--- config.mk ---
export PLATFORM = sky130hd
export DESIGN_NAME = if_id_fetch_ctrl
export DESIGN_NICKNAME = d
export VERILOG_FILES = /design/src/rtl/if_id_fetch_ctrl.sv
export SDC_FILE = /design/constraint.sdc
export NUM_CORES = 1
export LEC_CHECK = 0
export ABC_AREA = 0
export CAP_MARGIN = 20
export CORE_MARGIN = 3
export CORE_UTILIZATION = 48
export CTS_BUF_LIST = sky130_fd_sc_hd__clkbuf_4
export DETAILED_ROUTE_END_ITERATION = 6
export GPL_TIMING_DRIVEN = 1
export PLACE_DENSITY = 0.9
export SLEW_MARGIN = 20
export SYNTH_ARGS = -nofsm -noshare
export SYNTH_HDL_FRONTEND = slang
export SYNTH_SLANG_ARGS = --single-unit
--- constraint.sdc ---
create_clock -name clk -period 7.1 [get_ports clk]
set_input_delay 2.13 -clock clk [delete_from_list [all_inputs] [get_ports clk]]
set_output_delay 2.13 -clock clk [all_outputs]
set_load 0.01 [all_outputs]
--- src/rtl/if_id_fetch_ctrl.sv ---
// if_id_fetch_ctrl: instruction fetch controller feeding the IF/ID pipeline register.
// Owns the PC and keeps at most one instruction-memory request outstanding.
// Returned instructions either bypass straight into IF/ID or wait in a small FIFO.
// Stall holds IF/ID. Flush squashes all wrong-path state and redirects the PC.
// Optional build macro IF_PERF_CNT_EN adds stall and flush event counters;
// without it, both counter ports read as zero.
module if_id_fetch_ctrl #(
  parameter logic [31:0] RESET_PC  = 32'h0000_0000,
  parameter int unsigned DEPTH     = 2,
  parameter logic [31:0] NOP_INSTR = 32'h0000_0013
) (
  input  logic        clk,
  input  logic        rst,
  input  logic        stall,
  input  logic        flush,
  input  logic [31:0] br_target,
  output logic        imem_req,
  output logic [31:0] imem_addr,
  input  logic        imem_gnt,
  input  logic        imem_rvalid,
  input  logic [31:0] imem_rdata,
  output logic        if_id_valid,
  output logic [31:0] if_id_pc,
  output logic [31:0] if_id_instr,
  output logic [31:0] perf_stall_cnt,
  output logic [31:0] perf_flush_cnt
);

  localparam int unsigned PTR_W = $clog2(DEPTH);
  localparam int unsigned CNT_W = $clog2(DEPTH + 1);

  typedef enum logic [1:0] {
    ST_FETCH = 2'd0,
    ST_WAIT  = 2'd1,
    ST_DROP  = 2'd2
  } fetch_state_t;

  fetch_state_t     state;
  logic [31:0]      pc;
  logic [31:0]      req_pc;

  logic [31:0]      fifo_pc    [DEPTH];
  logic [31:0]      fifo_instr [DEPTH];
  logic [PTR_W-1:0] wr_ptr;
  logic [PTR_W-1:0] rd_ptr;
  logic [CNT_W-1:0] count;
  logic [CNT_W-1:0] count_next;

  logic resp_wait;
  logic advance;
  logic fifo_empty;
  logic pop;
  logic bypass;
  logic push;
  logic room;
  logic can_issue;
  logic grant;

  assign imem_addr = pc;

  // Decide this cycle's FIFO movement, IF/ID source, and whether a new request may be issued.
  always_comb begin
    resp_wait  = (state == ST_WAIT) && imem_rvalid;
    advance    = !stall && !flush;
    fifo_empty = (count == '0);
    pop        = advance && !fifo_empty;
    bypass     = advance && fifo_empty && resp_wait;
    push       = resp_wait && !flush && !bypass;
    count_next = count;
    if (push && !pop) begin
      count_next = count + CNT_W'(1);
    end else if (pop && !push) begin
      count_next = count - CNT_W'(1);
    end
    room      = (count_next < CNT_W'(DEPTH));
    can_issue = (state == ST_FETCH) || resp_wait;
    imem_req  = !rst && !flush && can_issue && room;
    grant     = imem_req && imem_gnt;
  end

  // Advance the PC and track whether a request is outstanding or squashed.
  always_ff @(posedge clk) begin
    if (rst) begin
      pc     <= RESET_PC;
      req_pc <= '0;
      state  <= ST_FETCH;
    end else if (flush) begin
      pc    <= br_target;
      state <= (state == ST_FETCH || imem_rvalid) ? ST_FETCH : ST_DROP;
    end else begin
      if (grant) begin
        pc     <= pc + 32'd4;
        req_pc <= pc;
      end
      case (state)
        ST_FETCH: begin
          if (grant) begin
            state <= ST_WAIT;
          end
        end
        ST_WAIT: begin
          if (imem_rvalid) begin
            state <= grant ? ST_WAIT : ST_FETCH;
          end
        end
        ST_DROP: begin
          if (imem_rvalid) begin
            state <= ST_FETCH;
          end
        end
        default: begin
          state <= ST_FETCH;
        end
      endcase
    end
  end

  // Maintain FIFO occupancy and pointers; a flush discards every buffered entry.
  always_ff @(posedge clk) begin
    if (rst || flush) begin
      count  <= '0;
      wr_ptr <= '0;
      rd_ptr <= '0;
    end else begin
      count <= count_next;
      if (push) begin
        wr_ptr <= wr_ptr + PTR_W'(1);
      end
      if (pop) begin
        rd_ptr <= rd_ptr + PTR_W'(1);
      end
    end
  end

  // Store a returned instruction with the PC it was fetched from.
  always_ff @(posedge clk) begin
    if (!rst && push) begin
      fifo_pc[wr_ptr]    <= req_pc;
      fifo_instr[wr_ptr] <= imem_rdata;
    end
  end

  // Load IF/ID from the FIFO head or a bypassed response; otherwise insert a bubble.
  always_ff @(posedge clk) begin
    if (rst || flush) begin
      if_id_valid <= 1'b0;
      if_id_pc    <= '0;
      if_id_instr <= NOP_INSTR;
    end else if (!stall) begin
      if (pop) begin
        if_id_valid <= 1'b1;
        if_id_pc    <= fifo_pc[rd_ptr];
        if_id_instr <= fifo_instr[rd_ptr];
      end else if (bypass) begin
        if_id_valid <= 1'b1;
        if_id_pc    <= req_pc;
        if_id_instr <= imem_rdata;
      end else begin
        if_id_valid <= 1'b0;
        if_id_pc    <= '0;
        if_id_instr <= NOP_INSTR;
      end
    end
  end

`ifdef IF_PERF_CNT_EN
  logic [31:0] stall_cnt_q;
  logic [31:0] flush_cnt_q;

  // Count stalled cycles that are not overridden by a flush, and count flush cycles.
  always_ff @(posedge clk) begin
    if (rst) begin
      stall_cnt_q <= '0;
      flush_cnt_q <= '0;
    end else begin
      if (stall && !flush) begin
        stall_cnt_q <= stall_cnt_q + 32'd1;
      end
      if (flush) begin
        flush_cnt_q <= flush_cnt_q + 32'd1;
      end
    end
  end

  assign perf_stall_cnt = stall_cnt_q;
  assign perf_flush_cnt = flush_cnt_q;
`else
  assign perf_stall_cnt = '0;
  assign perf_flush_cnt = '0;
`endif

endmodule

Word level (Yosys, flattened, before mapping)
Memories as Yosys holds them, arrays and structs flattened. A register that Yosys moved wholly into a read port is not among the register bits.
Cells that the tools add are included.
- multiplexer cells: 23
- bitwise gates (word level): 1
- $add $sub $neg: 5
- equality and inequality tests: 5
- $lt $le $gt $ge: 1
- reductions and logical operators: 29
- operator list (operator ; number):
    32-bit 2-to-1 mux ; 6
    32-bit by 3-bit adder with 32-bit output (second input constant) ; 1
    1-bit logical AND ; 14
    2-bit 2-to-1 mux ; 7
    1-bit 2-to-1 mux ; 9
    3-bit != test (second input constant) ; 3
    1-bit zero test ; 7
    2-bit one-hot mux with 3 select lines ; 1
    2-bit zero test ; 2
    1-bit logical OR ; 3
    3-bit AND reduction ; 1
    1-bit adder (second input constant) ; 2
    2-bit by 1-bit adder with 2-bit output (second input constant) ; 1
    2-bit by 1-bit == test with 1-bit output (second input constant) ; 1
    2-bit == test (second input constant) ; 1
    2-bit < comparator (second input constant) ; 1
    2-bit AND reduction ; 1
    2-bit nonzero test ; 1
    2-bit by 1-bit subtractor with 2-bit output (second input constant) ; 1
    1-bit NOT ; 1
- memories kept: 2
- register bits after elaboration: 135
- bits of input ports: 70
- RAM bits: 128
- output and inout port bits: 162
- logic and storage cells: 75
- memory list (memory ; words ; width ; rd ports ; clocked after Yosys merged registers in ; write ports ; RTL line ; source):
    fifo_instr ; 2 ; 32 ; 1 ; 1 ; 1 ; 43 ; logic [31:0] fifo_instr [DEPTH];
    fifo_pc ; 2 ; 32 ; 1 ; 1 ; 1 ; 42 ; logic [31:0] fifo_pc [DEPTH];

Longest topological paths before layout
Gate-level depths: netlist of run 1.
- word-level depth: 17
- depth in mapped cells: 13
- mapped depth without buffers: 11

Worst setup path after synthesis of run 1
OpenSTA, ideal clock, no wires.
- path kind: input to register
- from: in imem_rvalid
- to: mem fifo_instr[0][0], enable pin
- setup time: 565 ps
- path buffers: 0
- data required time: 6535 ps
- cell stages on the path: 3
- slack: -497 ps
- arrival time: 7032 ps
- cells stage by stage: nor4bb_1 > nand2_1 > nor3_1
- cells in the longest elaborated chain, start to end: 7
- elaborated cells on any way between the ends: 8
- classes of those cells: 2 x mux; 6 x reduce/logical
- ends and longest elaborated chain (element ; RTL line ; source):
    start: declaration ; 20 ; input logic imem_rvalid,
    1-bit logical AND * ; 63 ; resp_wait = (state == ST_WAIT) && imem_rvalid;
    1-bit logical AND ; 67 ; bypass = advance && fifo_empty && resp_wait;
    1-bit zero test ; 68 ; push = resp_wait && !flush && !bypass;
    1-bit logical AND * ; 68 ;
    1-bit logical AND * ; 137 ; if (!rst && push) begin
    1-bit 2-to-1 mux * ; 137 ;
    1-bit 2-to-1 mux (not written as such) * ; 139 ; fifo_instr[wr_ptr] <= imem_rdata;
    end: declaration ; 43 ;
Every way passes the cells marked *; elsewhere a longest branch is shown, timed or not.

Worst setup path in the final report of run 1
- from: in imem_rvalid
- to: out imem_req
- cells in the longest elaborated chain, start to end: 10
- elaborated cells on any way between the ends: 14
- classes of those cells: 1 x order compare; 2 x mux; 11 x reduce/logical
- ends and longest elaborated chain (element ; RTL line ; source):
    1-bit logical AND * ; 63 ;
    1-bit logical AND ; 67 ;
    1-bit zero test ; 68 ;
    1-bit logical AND ; 68 ;
    1-bit zero test ; 72 ; end else if (pop && !push) begin
    1-bit logical AND ; 72 ;
    2-bit 2-to-1 mux ; 72 ;
    2-bit 2-to-1 mux ; 70 ; if (push && !pop) begin
    2-bit < comparator ; 75 ; room = (count_next < CNT_W'(DEPTH));
    1-bit logical AND * ; 77 ; imem_req = !rst && !flush && can_issue && room;
    end: declaration ; 17 ; output logic imem_req,
Marked as above.

==> metrics.txt, run 1 <==
Leak 4.62 nW; Hold Buf Count CTS 0; H-tree depth 3; Yosys warnings 0; row count 54; routed length per instance 18.4 um; Core Area 21900 um2; GRT met2 Usage 33.5%; fin crit share 98.3%; Fin Setup TNS 0 ns; Final HPWL DP 16800 um; Seq pwr share 53.2%; crit path max fanout 4; internal power 2.37 mW; area delta synth->final 23.8%; syn avg cell area 11.8 um2; GRT overflow 0; routed vias 8199; Top Ports 232; worst min path class reg2reg; Psw 0.686 mW; Synth cell types 54; status finished, final reports clean; Worst slew margin 26.7%; grt met3 use 5.49%; Worst VDD drop 83.2 uV; total chip power 3.06 mW; sequential share of the synthesized area 61.1%; cells after synthesis 912; WL final 26400 um; Final ANT Viol Nets 0; chip height 156 um; Final Hold Viols 0; vias per cell 5.71; gpl congestion 0.842; clock slew at reported path FFs 0.07 ns; worst skew pair latency 0.63 ns; layer with the highest usage met2; Initial Util 49.1%; Max-Cap Viols 0; CP Class in2out; met1 Use GR 28.2%; Setup-failing EPs final 0; layout cell share with drive strength beyond 1 18.2%; drt drc 0; initial drt markers 808; reg2reg setup slack 4.01 ns; Yosys reg bits 264; Die Width 156 um; post-layout min period 6.98 ns; initial antenna violation count 1; clock buffer depth 3; PD cells 230 nW/um2; CTS root buf clkbuf_4; Comb power frac 5.1%; Setup Skew 0.0362 ns; CP endpoint kind primary output; largest net degree at the start of global routing 73; f_max 143 MHz; Max Slew Vio Count 0; first-pass GRT wire length 41200 um; Worst Max-Slew Pin Slew 1.10 ns; GR Util All Layers 21.1%; startpoint types input port; CTS tree built; PortBufs 167; number of global-route vias before repair 7993; CTS Buf Count 68; RSZ-0062 raised after global routing no; data required time at the worst endpoint 4.97 ns; clock sinks 264; Net Sw Frac 22.5%; Die ar. 24200 um2; Crit path arrival time 4.85 ns; Pre-antenna DRT Iters 7; Clock Power Share 41.7%; NumNets Final 1178; Post-Syn Area 10700 um2
layout by cell type (no fill, tap or decap), types with 6 or more instances in the layout:
cell type,n
dfxtp_1,135
inv_1,7
clkdlybuf4s50_1,165
nand3_1,18
nor2_1,75
clkbuf_4,110
o211ai_1,7
a21oi_1,42
buf_4,16
clkinv_1,7
o21ai_0,6
or3_1,12
a222oi_1,61
or4_1,10
conb_1,64
edfxtp_1,128
mux2i_1,7
o311ai_0,17
nand2_1,115
mux2_2,61
a31oi_1,21
logic make-up (layout without fill, tap and decap cells):
group | Yosys count | after routing | synth area share (%)
other | 1 | 65 | 0.0349
DFF | 264 | 264 | 61.1
adders and majority gates | 4 | 4 | 0.466
and+or+nand+nor | 277 | 277 | 12.2
xor gates and xnor gates | 2 | 2 | 0.163
buffers and inverters | 132 | 311 | 7.19
AOI/OAI and AO/OA | 164 | 164 | 11.8
muxes | 68 | 68 | 7.05
worst max-delay path, cell delays in order:
cell and delay, ns:
clkdlybuf4s50_1 0.53, nor4bb_2 0.43, nand2_1 0.16, ha_1 0.26
nor2_1 0.16, o31ai_1 0.13, nor4_1 0.42, clkdlybuf4s50_1 0.62
final timing paths:
kind | from | end | cells past startpoint
setup / recovery | imem_rvalid | imem_req | 8
hold / removal | req_pc[23]$_SDFFE_PP0P_ | fifo_pc[1][23]$_DFFE_PP_ | 0
setup reg to reg | state[1]$_SDFFE_PP0P_ | imem_addr[13]$_SDFFE_PP0P_ | 8
hold reg to reg | req_pc[23]$_SDFFE_PP0P_ | fifo_pc[1][23]$_DFFE_PP_ | 0
sequential cells by signal (all words and copies together) (netlist names), 2 cells and up, named ones only:
register,count
count,2
fifo_instr,64
fifo_pc,64
if_id_instr,32
if_id_pc,32
imem_addr,32
req_pc,32
state,2
power groups by stage:
stage | Clock (mW) | Sequential [mW] | Combinational, mW
6_report | 1.27 | 1.63 | 0.156
2_1_floorplan | 0 | 1.66 | 0.0928
3_3_place_gp | 0 | 1.66 | 0.152
3_5_place_dp | 0 | 1.66 | 0.154
5_1_grt | 1.40 | 1.63 | 0.169
4_1_cts | 1.31 | 1.63 | 0.155
synth_stat cells, drive strengths merged:
master | count | area, um2
mux2i | 7 | 70.1
nand2 | 116 | 435
nor4 | 4 | 40.0
a222oi | 61 | 611
o21ai | 6 | 30.0
a211o | 1 | 8.76
mux2 | 61 | 687
or4b | 1 | 10.0
a311oi | 1 | 8.76
o31ai | 2 | 15.0
a2bb2oi | 1 | 8.76
clkbuf | 45 | 189
nor3 | 6 | 30.0
a22oi | 1 | 7.51
xor2 | 1 | 8.76
nand3 | 19 | 95.1
edfxtp | 128 | 3840
nor3b | 1 | 18.8
xnor2 | 1 | 8.76
nor2 | 75 | 282
or3 | 13 | 82.6
dlygate4sd3 | 1 | 10.0
o31a | 2 | 18.8
nand2b | 3 | 18.8
a21oi | 42 | 210
o211ai | 7 | 52.6
a31oi | 21 | 131
ha | 4 | 50.1
or4 | 10 | 75.1
and4b | 1 | 10.0
buf | 79 | 547
and3 | 6 | 37.5
and4 | 3 | 27.5
nor4bb | 1 | 10.0
inv | 7 | 26.3
nor2b | 5 | 31.3
dfxtp | 136 | 2720
a32oi | 1 | 8.76
conb | 1 | 3.75
o311ai | 17 | 149
and2 | 5 | 32.5
nand3b | 1 | 7.51
a211oi | 1 | 7.51
nand4 | 7 | 65.1
stage by stage:
step | std cells | util, % | cell area, um2 | setup slack, ns | hold slack (ns)
after floorplan | 975 | - | 11000 | 1.07 | 0.447
final | 1435 | 60.7 | 13300 | 0.119 | 0.482
after CTS | 1434 | 60.7 | 13300 | 0.106 | 0.475
after detailed placement | 1314 | 56.7 | 12400 | -0.0127 | 0.465
after global placement | 1313 | 56.7 | 12400 | 0.255 | 0.460
after global routing | 1435 | 60.7 | 13300 | 0.0337 | 0.491
metal layers:
| metal | wire length (um) | share of wire (%) | up-vias |
|---|---|---|---|
| met1 | 11000 | 41 | 3943 |
| met2 | 12600 | 48 | 470 |
| met3 | 2540 | 9.6 | 27 |
| li1 | - | - | 3759 |
| met4 | 391 | 1.5 | 0 |
| met5 | 0 | 0 | - |
final cells by class:
class	count	area (um2)
antenna	1	2.50
clock buffer	110	826
clock inverter	10	40.0
fill	1775	8590
inverter	7	26.3
multi-input combinational	579	3690
sequential	264	6570
tap	280	350
timing repair buffer	184	1800
what timing repair did:
item / 4_1_cts / 5_1_grt
setup endpoints to repair: 1 / 0
hold endpoints to repair: 0 / 0
resized for setup: 1 / 0
buffers inserted: 0 / 0
(Power assumes the default switching activity.)
==> run 2: changes to the inputs <==
--- a/config.mk
+++ b/config.mk
@@ -8,11 +8,10 @@
 export ABC_AREA = 0
 export CAP_MARGIN = 20
 export CORE_MARGIN = 3
-export CORE_UTILIZATION = 48
-export CTS_BUF_LIST = sky130_fd_sc_hd__clkbuf_4
+export CORE_UTILIZATION = 51
 export DETAILED_ROUTE_END_ITERATION = 6
 export GPL_TIMING_DRIVEN = 1
-export PLACE_DENSITY = 0.9
+export PLACE_DENSITY = 0.91
 export SLEW_MARGIN = 20
 export SYNTH_ARGS = -nofsm -noshare
 export SYNTH_HDL_FRONTEND = slang
==> constraint.sdc (replaced) <==
create_clock -name clk -period 6.68 [get_ports clk]
set_input_delay 2.004 -clock clk [delete_from_list [all_inputs] [get_ports clk]]
set_output_delay 2.004 -clock clk [all_outputs]
set_load 0.01 [all_outputs]
==> run 2 against run 1 <==
  * Register-to-register slack worse by 0.62 ns
  * Routed wire length down 2.3%
  * Clock power up 7%
  * Non-clock buffer count up 1
  * First-iteration DRC count down 17%
  * Largest power group unchanged
  * Highest routed layer unchanged
==> metrics.txt, run 2 (synthesized netlist as in run 1, its figures left out) <==
fin crit share 97.0%; CP Class in2out; postcts setup bufs 0; status finished, final reports clean; Hold Buf Count CTS 0; Worst Max-Slew Pin Slew 1.11 ns; number of global-route vias before repair 7497; WL final 25800 um; gpl congestion 0.837; most frequent cells in the layout clkdlybuf4s50_1 (165), dfxtp_1 (135), edfxtp_1 (128); r2r worst-path depth 10; NumNets Final 1137; clock sinks 264; Resized Gates After CTS 0; routed length per instance 19.1 um; Reg2Reg Launch Point state[1]$_SDFFE_PP0P_; GRT overflow 0; GR Util All Layers 21.6%; Final HPWL DP 16500 um; PortBufs 167; Die ar. 22800 um2; clock buffer depth 3; data required time at the worst endpoint 4.68 ns; drt drc 0; PD cells 246 nW/um2; clock slew at reported path FFs 0.06 ns; Top Ports 232; most common cell after layout, fill and taps aside clkdlybuf4s50_1; CTS Buf Count 26; CTS tree built; CP endpoint kind primary output; Fin Setup TNS 0 ns; Leak 4.48 nW; initial antenna violation count 0; CTS root buf clkbuf_16; worst min path class reg2reg; largest net degree at the start of global routing 73; multi-input logic area 3690 um2; reg2reg setup slack 3.39 ns; startpoint types input port; initial drt markers 667; RSZ-0062 raised after global routing no; Hold Path Depth 2; Pre-antenna DRT Iters 7; Setup Skew 0.00669 ns; row count 52; Initial Util 52.4%; Hold Startpoint imem_addr[1]$_SDFFE_PP0P_; fin util 64.5%; area delta synth->final 23.1%; H-tree depth 1; Max-Cap Viols 0; Setup-failing EPs final 0; chip height 151 um; Core Area 20500 um2; routed vias 7913; biggest regs fifo_instr x64, fifo_pc x64; vias per cell 5.85; Final ANT Viol Nets 0; Max Slew Vio Count 0; f_max 154 MHz; crit path max fanout 4; Worst slew margin 26.0%; Die Width 151 um; RR Endpoint imem_addr[22]$_SDFFE_PP0P_; worst skew pair latency 0.51 ns; Crit path arrival time 4.48 ns; post-layout min period 6.48 ns; Final Hold Viols 0; layout cell share with drive strength beyond 1 12.5%; Fill cells 1592; Hold Path End req_pc[1]$_SDFFE_PP0P_; Worst VDD drop 156 uV; n_diodes 0; Sequential Area 6570 um2; first-pass GRT wire length 39900 um
-- run 2: area by class of cell --
| cell class | instances | area share (%) |
|---|---|---|
| clock buffer | 41 | 5.82 |
| sequential | 264 | 49.7 |
| clock inverter | 7 | 0.274 |
| timing repair buffer | 185 | 13.6 |
| inverter | 7 | 0.199 |
| multi-input combinational | 579 | 27.9 |
| tap | 270 | 2.55 |
-- run 2: stage by stage --
step                cells  cell area (um2)  total power [mW]  hold slack (ns)  setup WS [ns]
finish               1353            13200              3.26            0.477          0.199
global route         1353            13200              3.36            0.498         0.0515
CTS                  1353            13200              3.29            0.478         0.0757
detailed placement   1305            12400              1.93            0.469          0.102
global placement     1305            12400              1.92            0.462          0.157
floorplan             975            11000              1.86            0.447          0.903
-- run 2: routing by layer --
layer	global-route usage (%)	routed length (um)	up-vias
met5	0	0	-
met4	5.58	459	0
met3	3.56	2400	49
met2	34.6	12100	406
met1	31.0	10900	3835
li1	-	-	3623
-- run 2: how the worst max path moves through the flow --
stage | start | to | slack (ns)
after detailed placement | imem_rvalid | imem_req | 0.10
after CTS | imem_rvalid | imem_req | 0.08
after global routing | imem_rvalid | imem_req | 0.05
after floorplan | flush | imem_req | 0.90
final | imem_rvalid | imem_req | 0.20
after global placement | imem_rvalid | imem_req | 0.16
-- run 2: worst max-delay path, cell delays in order --
cell,delay [ns]
clkdlybuf4s50_1,0.51
nor4bb_2,0.30
buf_4,0.17
nand2_1,0.09
ha_1,0.25
and2_2,0.19
o31ai_1,0.38
nor4_2,0.09
clkdlybuf4s50_1,0.49
-- run 2: where the power goes --
group          leakage (nW)  internal, mW  total [mW]  switching (mW)
registers              2.33          1.70        1.73          0.0243
logic                  1.76        0.0736       0.167          0.0936
clock network         0.394         0.790        1.36           0.570
